## src/rtl/pipeline_pkg.sv

```systemverilog
// rtl/pipeline_pkg.sv - shared lane state, pattern constants and expected-value helpers
package pipeline_pkg;

  localparam int IDX_W = 3;
  localparam int DRAIN_W = 4;
  localparam logic [31:0] PATTERN_SEED = 32'h10000;

  typedef enum logic [1:0] {
    ST_IDLE  = 2'd0,
    ST_TRACK = 2'd1,
    ST_FLUSH = 2'd2
  } lane_state_t;

  function automatic logic [31:0] expected_lane1(input logic [IDX_W-1:0] idx);
    return PATTERN_SEED << idx;
  endfunction

  function automatic logic [31:0] expected_lane2(input logic [IDX_W-1:0] idx);
    return PATTERN_SEED >> idx;
  endfunction

  // dir 0 walks the seed upward (lane 1), dir 1 walks it downward (lane 2)
  function automatic logic [31:0] expected_value(input logic dir, input logic [IDX_W-1:0] idx);
    return dir ? expected_lane2(idx) : expected_lane1(idx);
  endfunction

endpackage

```

## src/rtl/consumer_lane.sv

```systemverilog
// rtl/consumer_lane.sv - one lane tracker: IDLE/TRACK/FLUSH FSM, index, drain and error counters
module consumer_lane
  import pipeline_pkg::*;
#(
  parameter int ERR_W        = 8,
  parameter int FLUSH_CYCLES = 2,
  parameter bit LANE_DIR     = 1'b0
) (
  input  logic              clk,
  input  logic              reset,
  input  logic [31:0]       beat,
  input  logic              valid,
  output logic              flush,
  output logic [ERR_W-1:0]  err_count,
  output logic              tracking,
  output logic [IDX_W-1:0]  idx,
  output logic              err_event
);

  lane_state_t        state_q, state_d;
  logic [IDX_W-1:0]   idx_q, idx_d;
  logic [DRAIN_W-1:0] drain_q, drain_d;
  logic [ERR_W-1:0]   err_q, err_d;
  logic               flush_q;

  always_ff @(posedge clk) begin
    if (reset) begin
      state_q <= ST_IDLE;
      idx_q   <= '0;
      drain_q <= '0;
      err_q   <= '0;
      flush_q <= 1'b0;
    end else begin
      state_q <= state_d;
      idx_q   <= idx_d;
      drain_q <= drain_d;
      err_q   <= err_d;
      flush_q <= (state_d == ST_FLUSH);
    end
  end

  always_comb begin
    state_d   = state_q;
    idx_d     = idx_q;
    drain_d   = drain_q;
    err_d     = err_q;
    err_event = 1'b0;
    case (state_q)
      ST_IDLE: begin
        if (valid && beat == expected_value(LANE_DIR, '0)) begin
          state_d = ST_TRACK;
          idx_d   = IDX_W'(1);
        end
      end
      ST_TRACK: begin
        if (valid) begin
          if (beat == expected_value(LANE_DIR, idx_q)) begin
            idx_d = idx_q + IDX_W'(1);
          end else begin
            state_d   = ST_FLUSH;
            drain_d   = '0;
            err_event = 1'b1;
            if (err_q != {ERR_W{1'b1}}) err_d = err_q + ERR_W'(1);
          end
        end
      end
      ST_FLUSH: begin
        // Last drain cycle returns to IDLE so FLUSH lasts exactly FLUSH_CYCLES
        if (drain_q == DRAIN_W'(FLUSH_CYCLES - 1)) begin
          state_d = ST_IDLE;
          idx_d   = '0;
          drain_d = '0;
        end else begin
          drain_d = drain_q + DRAIN_W'(1);
        end
      end
      default: begin
        state_d = ST_IDLE;
        idx_d   = '0;
        drain_d = '0;
      end
    endcase
  end

  assign flush     = flush_q;
  assign err_count = err_q;
  assign tracking  = (state_q == ST_TRACK);
  assign idx       = idx_q;

endmodule

```

## src/rtl/pipeline_consumer.sv

```systemverilog
// rtl/pipeline_consumer.sv - two-lane pattern consumer with sticky alarm; PIPELINE_CONSUMER_CROSSCHECK_EN adds lane index cross-check
module pipeline_consumer
  import pipeline_pkg::*;
#(
  parameter int ERR_W        = 8,
  parameter int FLUSH_CYCLES = 2
) (
  input  logic              clk,
  input  logic              reset,
  input  logic [31:0]       pipeline1_outputs,
  input  logic [31:0]       pipeline2_outputs,
  input  logic [1:0]        out_valid,
  output logic              flush_1,
  output logic              flush_2,
  output logic [ERR_W-1:0]  err_count_1,
  output logic [ERR_W-1:0]  err_count_2,
  output logic [1:0]        locked,
  output logic              alarm
);

  logic [IDX_W-1:0] idx_1, idx_2;
  logic             err_event_1, err_event_2;
  logic             cross_hit;
  logic             alarm_q;

  consumer_lane #(
    .ERR_W(ERR_W), .FLUSH_CYCLES(FLUSH_CYCLES), .LANE_DIR(1'b0)
  ) u_lane1 (
    .clk(clk), .reset(reset), .beat(pipeline1_outputs), .valid(out_valid[0]),
    .flush(flush_1), .err_count(err_count_1), .tracking(locked[0]),
    .idx(idx_1), .err_event(err_event_1)
  );

  consumer_lane #(
    .ERR_W(ERR_W), .FLUSH_CYCLES(FLUSH_CYCLES), .LANE_DIR(1'b1)
  ) u_lane2 (
    .clk(clk), .reset(reset), .beat(pipeline2_outputs), .valid(out_valid[1]),
    .flush(flush_2), .err_count(err_count_2), .tracking(locked[1]),
    .idx(idx_2), .err_event(err_event_2)
  );

`ifdef PIPELINE_CONSUMER_CROSSCHECK_EN
  // Both lanes see the same upstream cadence, so their indices must agree
  assign cross_hit = (&locked) && (&out_valid) && (idx_1 != idx_2);
`else
  logic unused_idx;
  assign unused_idx = ^{idx_1, idx_2};
  assign cross_hit  = 1'b0;
`endif

  always_ff @(posedge clk) begin
    if (reset) begin
      alarm_q <= 1'b0;
    end else if (err_event_1 || err_event_2 || cross_hit) begin
      alarm_q <= 1'b1;
    end
  end

  assign alarm = alarm_q;

endmodule

```

## config.mk

```make
export PLATFORM = sky130hd
export DESIGN_NAME = pipeline_consumer
export DESIGN_NICKNAME = d
export VERILOG_FILES = /design/src/rtl/pipeline_pkg.sv /design/src/rtl/consumer_lane.sv /design/src/rtl/pipeline_consumer.sv
export SDC_FILE = /design/constraint.sdc
export NUM_CORES = 1
export LEC_CHECK = 0
export CORE_ASPECT_RATIO = 0.75
export CORE_MARGIN = 1
export CORE_UTILIZATION = 51
export CTS_BUF_LIST = sky130_fd_sc_hd__clkbuf_4 sky130_fd_sc_hd__clkbuf_8
export CTS_CLUSTER_SIZE = 14
export DETAILED_ROUTE_END_ITERATION = 6
export PLACE_DENSITY = 0.88
export SLEW_MARGIN = 20
export SYNTH_ARGS = -nofsm -noshare
export SYNTH_HDL_FRONTEND = slang
export SYNTH_SLANG_ARGS = --single-unit
```

## constraint.sdc

```tcl
create_clock -name clk -period 4 [get_ports clk]
set_input_delay 0.8 -clock clk [delete_from_list [all_inputs] [get_ports clk]]
set_output_delay 0.8 -clock clk [all_outputs]
set_load 0.05 [all_outputs]
```

# Yosys cells after proc, flatten, opt, wreduce, memory -nomap -nowiden
# Index checks and enable logic that the tools add are counted.
# W data, S select, Z words.
# word_totals
in_bits	68
memories	0
wordCells	92
register_bits	37
latchBits	0
rom_bits	0
mem_bits_rw	0
out_inout_bits	21
# classes
bitwise	4
n_shift	2
magnitude_cmp	0
reduce_logical	11
eq_ne	24
add_sub_neg	6
muxes	34
div	0
n_mul	0
# ops
cell	n
$eq A32 B17 Y1 const B	2
$eq A32 B32 Y1	2
$shl A17 B3 Y32 const A	1
$shr A17 B3 Y32 const A	1
$mux W3	8
$mux W4	6
$pmux W4 S3	2
$pmux W3 S3	2
$add A8 B1 Y8 const B	2
$mux W2	8
$ne A8 B8 Y1 const B	2
$reduce_and A4 Y1	4
$ne A2 B2 Y1 const B	6
$pmux W2 S3	2
$add A4 B1 Y4 const B	2
$eq A2 B2 Y1 const B	4
$eq A4 B1 Y1 const B	2
$ne A2 B1 Y1 const B	4
$add A3 B1 Y3 const B	2
$mux W1	6
$reduce_and A3 Y1	2
$eq A2 B1 Y1 const B	2
$logic_not A2 Y1	2
$not A1 Y1	4
other kinds (2)	3

# Logic depth before layout (Yosys ltp)
# Gate-level depths: netlist of run 1.
# logic_depth
word_depth	6
depth_mapped	9
ltp_nobuf	8

# Hierarchy
# Synthesis of run 1 repeated with hierarchy kept, for this count alone.
# hier_totals
cells_unflattened	299
hier_area_um2	2539.9
# by_module_without_submodules
mod	area_each_um2	n_inst	cells_each
consumer_lane (u_lane1)	1257.5	1	145
consumer_lane (u_lane2)	1253.7	1	151
pipeline_consumer	28.8	1	3

# Worst setup path after synthesis of run 1
# No wires, ideal clock.
# synth_timing
path_type	input to register
start	input port pipeline1_outputs[27]
end	register u_lane1.err_q[5] (netlist: u_lane1.err_count[5])
stages	6
setup_time_ns	0.123
slack_ns	1.345
n_path_buf	0
t_arrival_ns	2.532
required_ns	3.877
cell_sequence	nor4_2 nand4_1 or4b_4 o311ai_4 nor4_2 mux2_1
# synth_via
elab_chain_len	3
# synth_rtl
item	line	rtl
start, declared	pipeline_consumer.sv:10	input logic [31:0] pipeline1_outputs,
$eq A32 B32 Y1	consumer_lane.sv:57	if (beat == expected_value(LANE_DIR, idx_q)) begin
$not A1 Y1 (no line)	n/a	
$reduce_and A4 Y1 (no line)	n/a	
end signal, assigned	consumer_lane.sv:37	err_q <= err_d;
end, declared	consumer_lane.sv:23	logic [ERR_W-1:0] err_q, err_d;
# Every way passes these cells.
# A chain may end at the register's enable or synchronous reset.

# Worst setup path after layout of run 1
# layout_timing
start	input port pipeline1_outputs[1]
end	register u_lane1.err_q[6] (netlist: u_lane1.err_count[6])
# The elaborated chain is that of the path after synthesis.

==> results.json, run 1 <==
{
  "grt_pass1_vias": 2383,
  "die_y_um": 63.3,
  "drc": 0,
  "drt-wirelength-per-cell_um": 14.4,
  "setup_tns_ns": 0,
  "tightest_slew_ns": 0.689,
  "p_leak_nw": 1.25,
  "cts.repair.resized": 0,
  "vdd_drop_max_v": 0.000278,
  "reg2reg_depth": 9,
  "cp-endpoint": "u_lane1.err_count[6]",
  "ios": 89,
  "max_cap_viol_count": 0,
  "syn_area_per_cell_um2": 8.39,
  "nNetsFinal": 480,
  "routed_wl_um": 6490,
  "syn_inst": 304,
  "grt_max_degree": 20,
  "firstDrtPassIters": 5,
  "cp_data_required_time_ns": 4.19,
  "rsz0062_at_grt": "no",
  "drtIter0Drc": 211,
  "antenna_found_initial": 0,
  "post_cts_buffers": 0,
  "gp_congestion": 0.836,
  "r2r_start": "u_lane1.idx[0]",
  "clock_sinks": 37,
  "synth_warnings": 0,
  "cp_data_arrival_time_ns": 3.22,
  "path_max_fanout": 9,
  "cellPowerDensity_mw_per_mm2": 208,
  "cts_tree": "built",
  "synth_top_flop_cell": "dfxtp_1",
  "clkTransAtPathRegs_ns": 0.08,
  "h-tree-depth": 2,
  "core.rowCount": 21,
  "r2r_setup_slack_ns": 1.32,
  "synth-edff-count": 0,
  "hold-worst-slack_ns": 0.472,
  "critPathLaunch": "pipeline1_outputs[1]",
  "numPortBuffers": 88,
  "numCtsBuffers": 5,
  "root_buffer": "clkbuf_8",
  "report.final.setup_viol": 0,
  "hold_viol": 0,
  "netlist_area_mm2": 0.00255,
  "synth_nets": 390,
  "grt_pass1_wl_um": 10800,
  "start_util_pct": 55.2,
  "crit_type": "in2reg",
  "cts_hold_buf": 0,
  "hold_class": "reg2reg",
  "synth_seq_cells": 37,
  "skew_ns": 0.00430,
  "async_reset_ff_share_pct": 0,
  "vias": 2659,
  "seq_area_frac_synth_pct": 29.0,
  "clk_latency_ns": 0.29,
  "yosysUniqueCellTypes": 68,
  "min_from": "alarm",
  "drive_above_1_share_pct": 8.61,
  "period_needed_ns": 3.03,
  "hpwlAfterDp_um": 5130,
  "die_w_um": 83.7,
  "max_slew_margin_pct": 53.9,
  "track_usage_pct": 24.8,
  "num_antenna_cells": 0,
  "start_kind": "primary input",
  "via_per_inst": 5.88,
  "die-area_mm2": 0.00529,
  "grt_overflow_total": 0,
  "cts_max_path_buffers": 2,
  "fillCellCount": 337,
  "coreArea_mm2": 0.00462,
  "finalCritPeriodShare_pct": 75.9,
  "outcome": "finished, final reports clean",
  "syn_to_final_growth_pct": 39.5,
  "end_kind": "register",
  "worstReg2RegEnd": "u_lane1.err_count[6]",
  "finalMaxSlewViolations": 0,
  "antenna_left": 0,
  "fmax_mhz": 329
}
metal layers:
layer	vias up	part of all wire (%)	wire length, um	GRT usage [%]
li1	1312	-	-	-
met1	1258	47	3060	33.8
met2	84	46	2960	40.1
met3	5	6.8	442	6.03
met4	0	0.57	37	4.45
met5	-	0	0	0
Yosys cell counts (3+ instances only):
master    number  area share (%)
xor2_1         5             1.7
nor3_1        11             2.2
a32o_1         3             1.2
dfxtp_1       37              29
o21ai_0       10             2.0
o41ai_1        4             1.4
nor2b_1        4            0.98
nand2_1       27             4.0
nand2b_1       5             1.2
buf_4          3            0.88
clkbuf_1       3            0.44
nand3_1       10             2.0
o21ai_1        3            0.59
nor2_1        30             4.4
o31ai_1        3            0.88
nor4_2         5             2.5
nand4_1        9             2.2
xnor2_1        8             2.7
inv_1         19             2.8
and3_1         5             1.2
ha_1          18             8.8
nor4_1        11             2.7
a21oi_1       12             2.4
a31oi_1        3            0.74
or4_1          3            0.88
how the worst min path moves through the flow:
| stage | cells past startpoint | end | slack [ns] |
|---|---|---|---|
| global placement | 1 | u_lane2.drain_q[3] | 0.45 |
| finish | 2 | alarm | 0.47 |
| floorplan | 1 | u_lane2.drain_q[3] | 0.43 |
| CTS | 1 | u_lane2.drain_q[3] | 0.47 |
| detailed placement | 1 | u_lane2.drain_q[3] | 0.46 |
| global route | 1 | u_lane2.drain_q[3] | 0.49 |
registers in the layout (all words and copies together) (netlist names), 2 cells and up:
register           flops
u_lane1.drain_q        4
u_lane1.err_count      8
u_lane1.idx            3
u_lane1.state_q        2
u_lane2.drain_q        4
u_lane2.err_count      8
u_lane2.idx            3
u_lane2.state_q        2
critical path: stages:
cell and delay (ns):
clkdlybuf4s50_1 0.41, nor4_2 0.27, nand4_1 0.16, or4b_4 0.62, o311ai_4 0.49, buf_4 0.24
o21ai_1 0.07, and3_1 0.15
power breakdown:
part	internal (mW)	switching, mW
registers	0.368	0.00000000237
clock network	0.130	0.135
logic	0.0709	0.0379
per-stage QoR:
step	setup WS [ns]	util, %	instances	instance area [um^2]	total power, mW
after floorplan	1.34	-	304	2550	0.406
after global placement	0.743	75.0	444	3470	0.483
after detailed placement	0.670	75.0	444	3470	0.485
after CTS	0.972	76.9	452	3560	0.745
after global routing	0.838	76.9	452	3560	0.776
final	0.965	76.9	452	3560	0.741
placed cells by master, fill, tap and decap left out, types with 8 or more instances in the layout:
cell type	count
o21ai_0	10
clkdlybuf4s50_1	88
nand3_1	10
nor2_1	30
nand2_1	27
nor3_1	11
nand4_1	9
xnor2_1	8
ha_1	18
a21oi_1	12
nor4_1	11
dfxtp_1	37
inv_1	19
cell families after synthesis:
| family | share of synthesized area [%] |
|---|---|
| mux | 2.26 |
| xor+xnor | 4.46 |
| simple gates | 30.6 |
| fa+ha+maj | 8.83 |
| flops | 29.0 |
| compound gates | 19.7 |
| buf+inv | 5.10 |
cell type report:
class                   instances  area, um^2  area share, %
multi-input cells             240        1680           47.2
repair buffers                 91         903           25.4
flip-flops and latches         37         741           20.8
clock buffers                   6        76.3           2.14
inverters                      19        71.3           2.00
well taps                      57        71.3           2.00
clock inverters                 2        15.0          0.422
No activity file was read; power rests on OpenSTA's default activity.
==> run 2: changes to the inputs <==
- CORE_UTILIZATION: 51 -> 47
- PLACE_DENSITY: 0.88 -> 0.82
- clock period: 4 -> 2.9 ns (I/O delays scaled with it)
==> run 2 against run 1 <==
Net effect:
- routed wire length increased by 3.5%
- largest cell class unchanged
- non-clock buffer count increased by 14
- count of clock-buffer cells in the layout unchanged
- sequential power increased by 38%
- combinational power increased by 44%
- core utilization decreased by 3.8 points
==> results.json, run 2 (same netlist as run 1, synthesis figures left out) <==
{
  "drive_above_1_share_pct": 11.7,
  "finalCritPeriodShare_pct": 92.5,
  "cts_max_path_buffers": 2,
  "end_kind": "register",
  "cp_slowest_stage_delay_ns": 0.60,
  "period_needed_ns": 2.68,
  "h-tree-depth": 2,
  "antenna_left": 0,
  "path_cells": "clkdlybuf4s50_1 -> nor4_2 -> nand4_1 -> or4b_4 -> o311ai_4 -> buf_4 -> o21ai_1 -> and3_1",
  "grt_overflow_total": 0,
  "final_cell_mix": "clkdlybuf4s50_1 (88), dfxtp_1 (37), nor2_1 (30)",
  "nNetsFinal": 494,
  "cp_slowest_cell": "or4b_4",
  "firstDrtPassIters": 4,
  "layout_commonest_cell": "clkdlybuf4s50_1",
  "drc": 0,
  "drtIter0Drc": 191,
  "via_per_inst": 5.64,
  "path_max_fanout": 6,
  "cp_data_arrival_time_ns": 2.88,
  "max_slew_margin_pct": 65.2,
  "vias": 2712,
  "hold_class": "reg2reg",
  "track_usage_pct": 24.3,
  "pre_cts_slack_ns": -0.113,
  "vdd_drop_max_v": 0.000212,
  "coreArea_mm2": 0.00506,
  "p_leak_nw": 1.34,
  "numPortBuffers": 88,
  "start_kind": "primary input",
  "max_cap_viol_count": 0,
  "grt_pass1_vias": 2503,
  "fin_util_pct": 73.2,
  "antenna_found_initial": 0,
  "die-area_mm2": 0.00573,
  "cp_data_required_time_ns": 3.09,
  "hold_viol": 0,
  "grt_max_degree": 27,
  "cellPowerDensity_mw_per_mm2": 303,
  "numCtsBuffers": 5,
  "gp_congestion": 0.806,
  "finalMaxSlewViolations": 0,
  "start_util_pct": 50.4,
  "crit_type": "in2reg",
  "ios": 89,
  "syn_to_final_growth_pct": 45.3,
  "hpwlAfterDp_um": 5340,
  "fillCellCount": 407,
  "core.rowCount": 22,
  "setup_slack_ns": 0.217,
  "cts_hold_buf": 0,
  "die_w_um": 87.1,
  "root_buffer": "clkbuf_8",
  "drt-wirelength-per-cell_um": 14.0,
  "final_cell_area_mm2": 0.00371,
  "outcome": "finished, final reports clean",
  "post_dp_cell_area_mm2": 0.00359,
  "clock_sinks": 37,
  "clk_latency_ns": 0.29,
  "routed_wl_um": 6720,
  "cts_tree": "built",
  "die_y_um": 65.8,
  "cts.repair.resized": 0,
  "rsz0062_at_grt": "no",
  "tightest_slew_ns": 0.510,
  "fmax_mhz": 373,
  "grt_pass1_wl_um": 11000,
  "post_cts_buffers": 0,
  "report.final.setup_viol": 0,
  "hold-worst-slack_ns": 0.464,
  "skew_ns": 0.00189,
  "clkTransAtPathRegs_ns": 0.07,
  "num_antenna_cells": 0
}
[run 2: cell count changes in the layout (fill, tap and decap cells not counted)]
cell        change
clkinv_4        +1
clkinvlp_4      -2
buf_4          +14
bufinv_16       +1
[run 2: path summary, 6_finish.rpt]
| check | startpoint | endpoint | slack, ns | cells after the start |
|---|---|---|---|---|
| worst max-delay path | pipeline1_outputs[1] | u_lane1.err_count[6] | 0.22 | 8 |
| worst min-delay path | u_lane2.drain_q[3] | u_lane2.drain_q[3] | 0.46 | 1 |
| worst max register to register | u_lane1.idx[0] | u_lane1.err_count[6] | 0.30 | 9 |
| worst min register to register | u_lane2.drain_q[3] | u_lane2.drain_q[3] | 0.46 | 1 |
[run 2: final cells by class]
type                       count  area, um^2  area share, %
timing repair buffer         105        1010           27.2
sequential                    37         741           20.0
clock inverter                 2        38.8           1.05
clock buffer                   6        76.3           2.06
tap                           72        90.1           2.43
multi-input combinational    240        1680           45.3
inverter                      19        71.3           1.92
[run 2: through the flow]
step / setup TNS (ns) / power, mW / std cells
after floorplan: 0 / 0.560 / 304
after global placement: -0.391 / 0.673 / 473
after detailed placement: -0.832 / 0.676 / 473
after CTS: 0 / 1.13 / 481
after global routing: 0 / 1.17 / 481
final: 0 / 1.12 / 481
[run 2: routing by layer]
| metal | up-vias | GRT usage [%] | share of wire, % | wire, um |
|---|---|---|---|---|
| met1 | 1290 | 32.0 | 47 | 3160 |
| met2 | 80 | 40.7 | 46 | 3110 |
| li1 | 1336 | - | - | - |
| met3 | 6 | 4.87 | 6.1 | 407 |
| met5 | - | 0 | 0 | 0 |
| met4 | 0 | 6.25 | 0.65 | 44 |
[run 2: report_power, final]
part           total, mW  internal, mW  switching (mW)
Combinational      0.157         0.104          0.0535
Clock              0.459         0.267           0.192
Sequential         0.508         0.508   0.00000000323
Total               1.12         0.879           0.245
[run 2: worst max-delay path, delay by kind of cell]
family	cells	cell delay [ns]
buffers and inverters	2	0.63
and+or+nand+nor	4	1.18
AOI/OAI and AO/OA	2	0.49
==> run 3: changes to the inputs <==
- CORE_UTILIZATION: 47 -> 45
- CTS_CLUSTER_DIAMETER: not set -> 40
- PLACE_DENSITY: 0.82 -> 0.79
==> run 3 against run 2 <==
Net effect:
- setup slack got worse by 0.030 ns
- clock power fell by 20%
- global-route usage fell by 1.1 points
- clock skew rose by 0.0049 ns
- combinational power barely moved
- total power fell by 8.0%
- register-to-register slack barely moved
- critical path type unchanged
- maximum frequency fell by 1.1%
- critical path depth rose by 1
- count of clock-buffer cells in the layout fell by 1
- via count fell by 1.4%
==> results.json, run 3 (same netlist as run 1, synthesis figures left out) <==
{
  "fin_cells": 484,
  "cts_max_path_buffers": 2,
  "fmax_mhz": 369,
  "antenna_found_initial": 0,
  "finalCritPeriodShare_pct": 93.6,
  "outcome": "finished, final reports clean",
  "cp_data_arrival_time_ns": 2.91,
  "numCtsBuffers": 5,
  "end_kind": "register",
  "syn_to_final_growth_pct": 44.5,
  "hpwlAfterDp_um": 5430,
  "path_max_fanout": 4,
  "skew_ns": 0.00680,
  "regArea_um2": 741,
  "worstReg2RegEnd": "u_lane1.err_count[6]",
  "drtIter0Drc": 88,
  "post_cts_buffers": 0,
  "grt_pass1_wl_um": 10900,
  "hold_viol": 0,
  "path_cells": "clkdlybuf4s50_1 -> nor4_2 -> nand4_1 -> or4b_4 -> buf_4 -> o31ai_1 -> buf_4 -> nand2b_1 -> a311oi_2",
  "min_from": "alarm",
  "p_leak_nw": 1.33,
  "num_antenna_cells": 0,
  "clock_sinks": 37,
  "coreArea_mm2": 0.00541,
  "clkTransAtPathRegs_ns": 0.08,
  "drive_above_1_share_pct": 11.7,
  "cellPowerDensity_mw_per_mm2": 281,
  "cp_data_required_time_ns": 3.10,
  "clk_latency_ns": 0.29,
  "multi_input_area_mm2": 0.00168,
  "vias": 2673,
  "die-area_mm2": 0.00598,
  "ios": 89,
  "reg2reg_depth": 9,
  "fillCellCount": 476,
  "dp.cells": 476,
  "critPathLaunch": "pipeline1_outputs[1]",
  "cpMostUsedCell": "buf_4",
  "rsz0062_at_grt": "no",
  "hold_class": "reg2reg",
  "hold_depth": 2,
  "tightest_slew_ns": 0.557,
  "via_per_inst": 5.52,
  "firstDrtPassIters": 4,
  "hold-worst-slack_ns": 0.477,
  "fin_util_pct": 68.1,
  "track_usage_pct": 23.2,
  "layout_commonest_cell": "clkdlybuf4s50_1",
  "nNetsFinal": 494,
  "cts_tree": "built",
  "numPortBuffers": 88,
  "routed_wl_um": 6700,
  "final_cell_mix": "clkdlybuf4s50_1 (88), dfxtp_1 (37), nor2_1 (30)",
  "antenna_left": 0,
  "min_to": "alarm",
  "cts.repair.resized": 0,
  "cp_slowest_cell": "or4b_4",
  "gp_congestion": 0.845,
  "max_slew_margin_pct": 61.9,
  "die_y_um": 67.2,
  "vdd_drop_max_v": 0.000203,
  "start_kind": "primary input",
  "drc": 0,
  "root_buffer": "clkbuf_8",
  "cts_hold_buf": 0,
  "drt-wirelength-per-cell_um": 13.8,
  "start_util_pct": 47.2,
  "crit_type": "in2reg",
  "grt_max_degree": 29,
  "r2r_setup_slack_ns": 0.30,
  "r2r_start": "u_lane1.idx[0]",
  "cp_slowest_stage_delay_ns": 0.59,
  "h-tree-depth": 2,
  "grt_pass1_vias": 2498,
  "report.final.setup_viol": 0,
  "die_w_um": 88.9,
  "period_needed_ns": 2.71,
  "grt_overflow_total": 0,
  "core.rowCount": 23,
  "max_cap_viol_count": 0,
  "finalMaxSlewViolations": 0
}
run 3: changes by cell type in the layout (fill, tap and decap cells not counted):
| cell | change |
|---|---|
| bufinv_16 | -1 |
| clkbuf_4 | -1 |
| clkinv_2 | +1 |
| clkinv_4 | +1 |
run 3: final cells by class:
cell class                      instances  share of cell area, %
Clock inverter                          3                  0.611
Multi-Input combinational cell        240                   45.6
Sequential cell                        37                   20.1
Clock buffer                            5                   1.87
Inverter                               19                   1.93
Tap cell                               75                   2.55
Timing Repair Buffer                  105                   27.4
run 3: layer usage:
metal	vias up	part of all wire [%]	GRT usage (%)	wire length [um]
met5	-	0	0	0
met4	0	1.1	5.36	77
met3	11	7.0	4.89	467
met2	77	45	39.5	3030
met1	1243	47	30.4	3130
li1	1342	-	-	-
run 3: report_power, final:
| group | internal [mW] | switching (mW) | total, mW |
|---|---|---|---|
| clock network | 0.170 | 0.199 | 0.369 |
| logic | 0.104 | 0.0534 | 0.157 |
| registers | 0.507 | 0.00000000365 | 0.507 |
run 3: how the worst max path moves through the flow:
| stage | cells after the start | to | slack [ns] |
|---|---|---|---|
| floorplan | 6 | u_lane1.err_count[5] | 0.46 |
| global placement | 7 | u_lane1.err_count[5] | -0.06 |
| detailed placement | 7 | u_lane1.err_count[5] | -0.12 |
| CTS | 9 | u_lane1.drain_q[2] | 0.18 |
| global route | 9 | u_lane1.drain_q[2] | 0.08 |
| finish | 9 | u_lane1.drain_q[2] | 0.19 |
run 3: through the flow:
| step | worst slack (ns) | TNS [ns] | power [mW] | cell area, um^2 |
|---|---|---|---|---|
| final | 0.187 | 0 | 1.03 | 3690 |
| after global routing | 0.0750 | 0 | 1.08 | 3690 |
| after CTS | 0.180 | 0 | 1.04 | 3690 |
| after detailed placement | -0.124 | -0.956 | 0.676 | 3590 |
| after global placement | -0.0642 | -0.318 | 0.674 | 3590 |
| after floorplan | 0.465 | 0 | 0.560 | 2550 |
run 3: worst max-delay path: cells and delay by family:
kind | cells | cell delay (ns)
AO/OA/AOI/OAI | 2 | 0.47
buffers and inverters | 3 | 0.76
AND/OR/NAND/NOR | 4 | 1.10
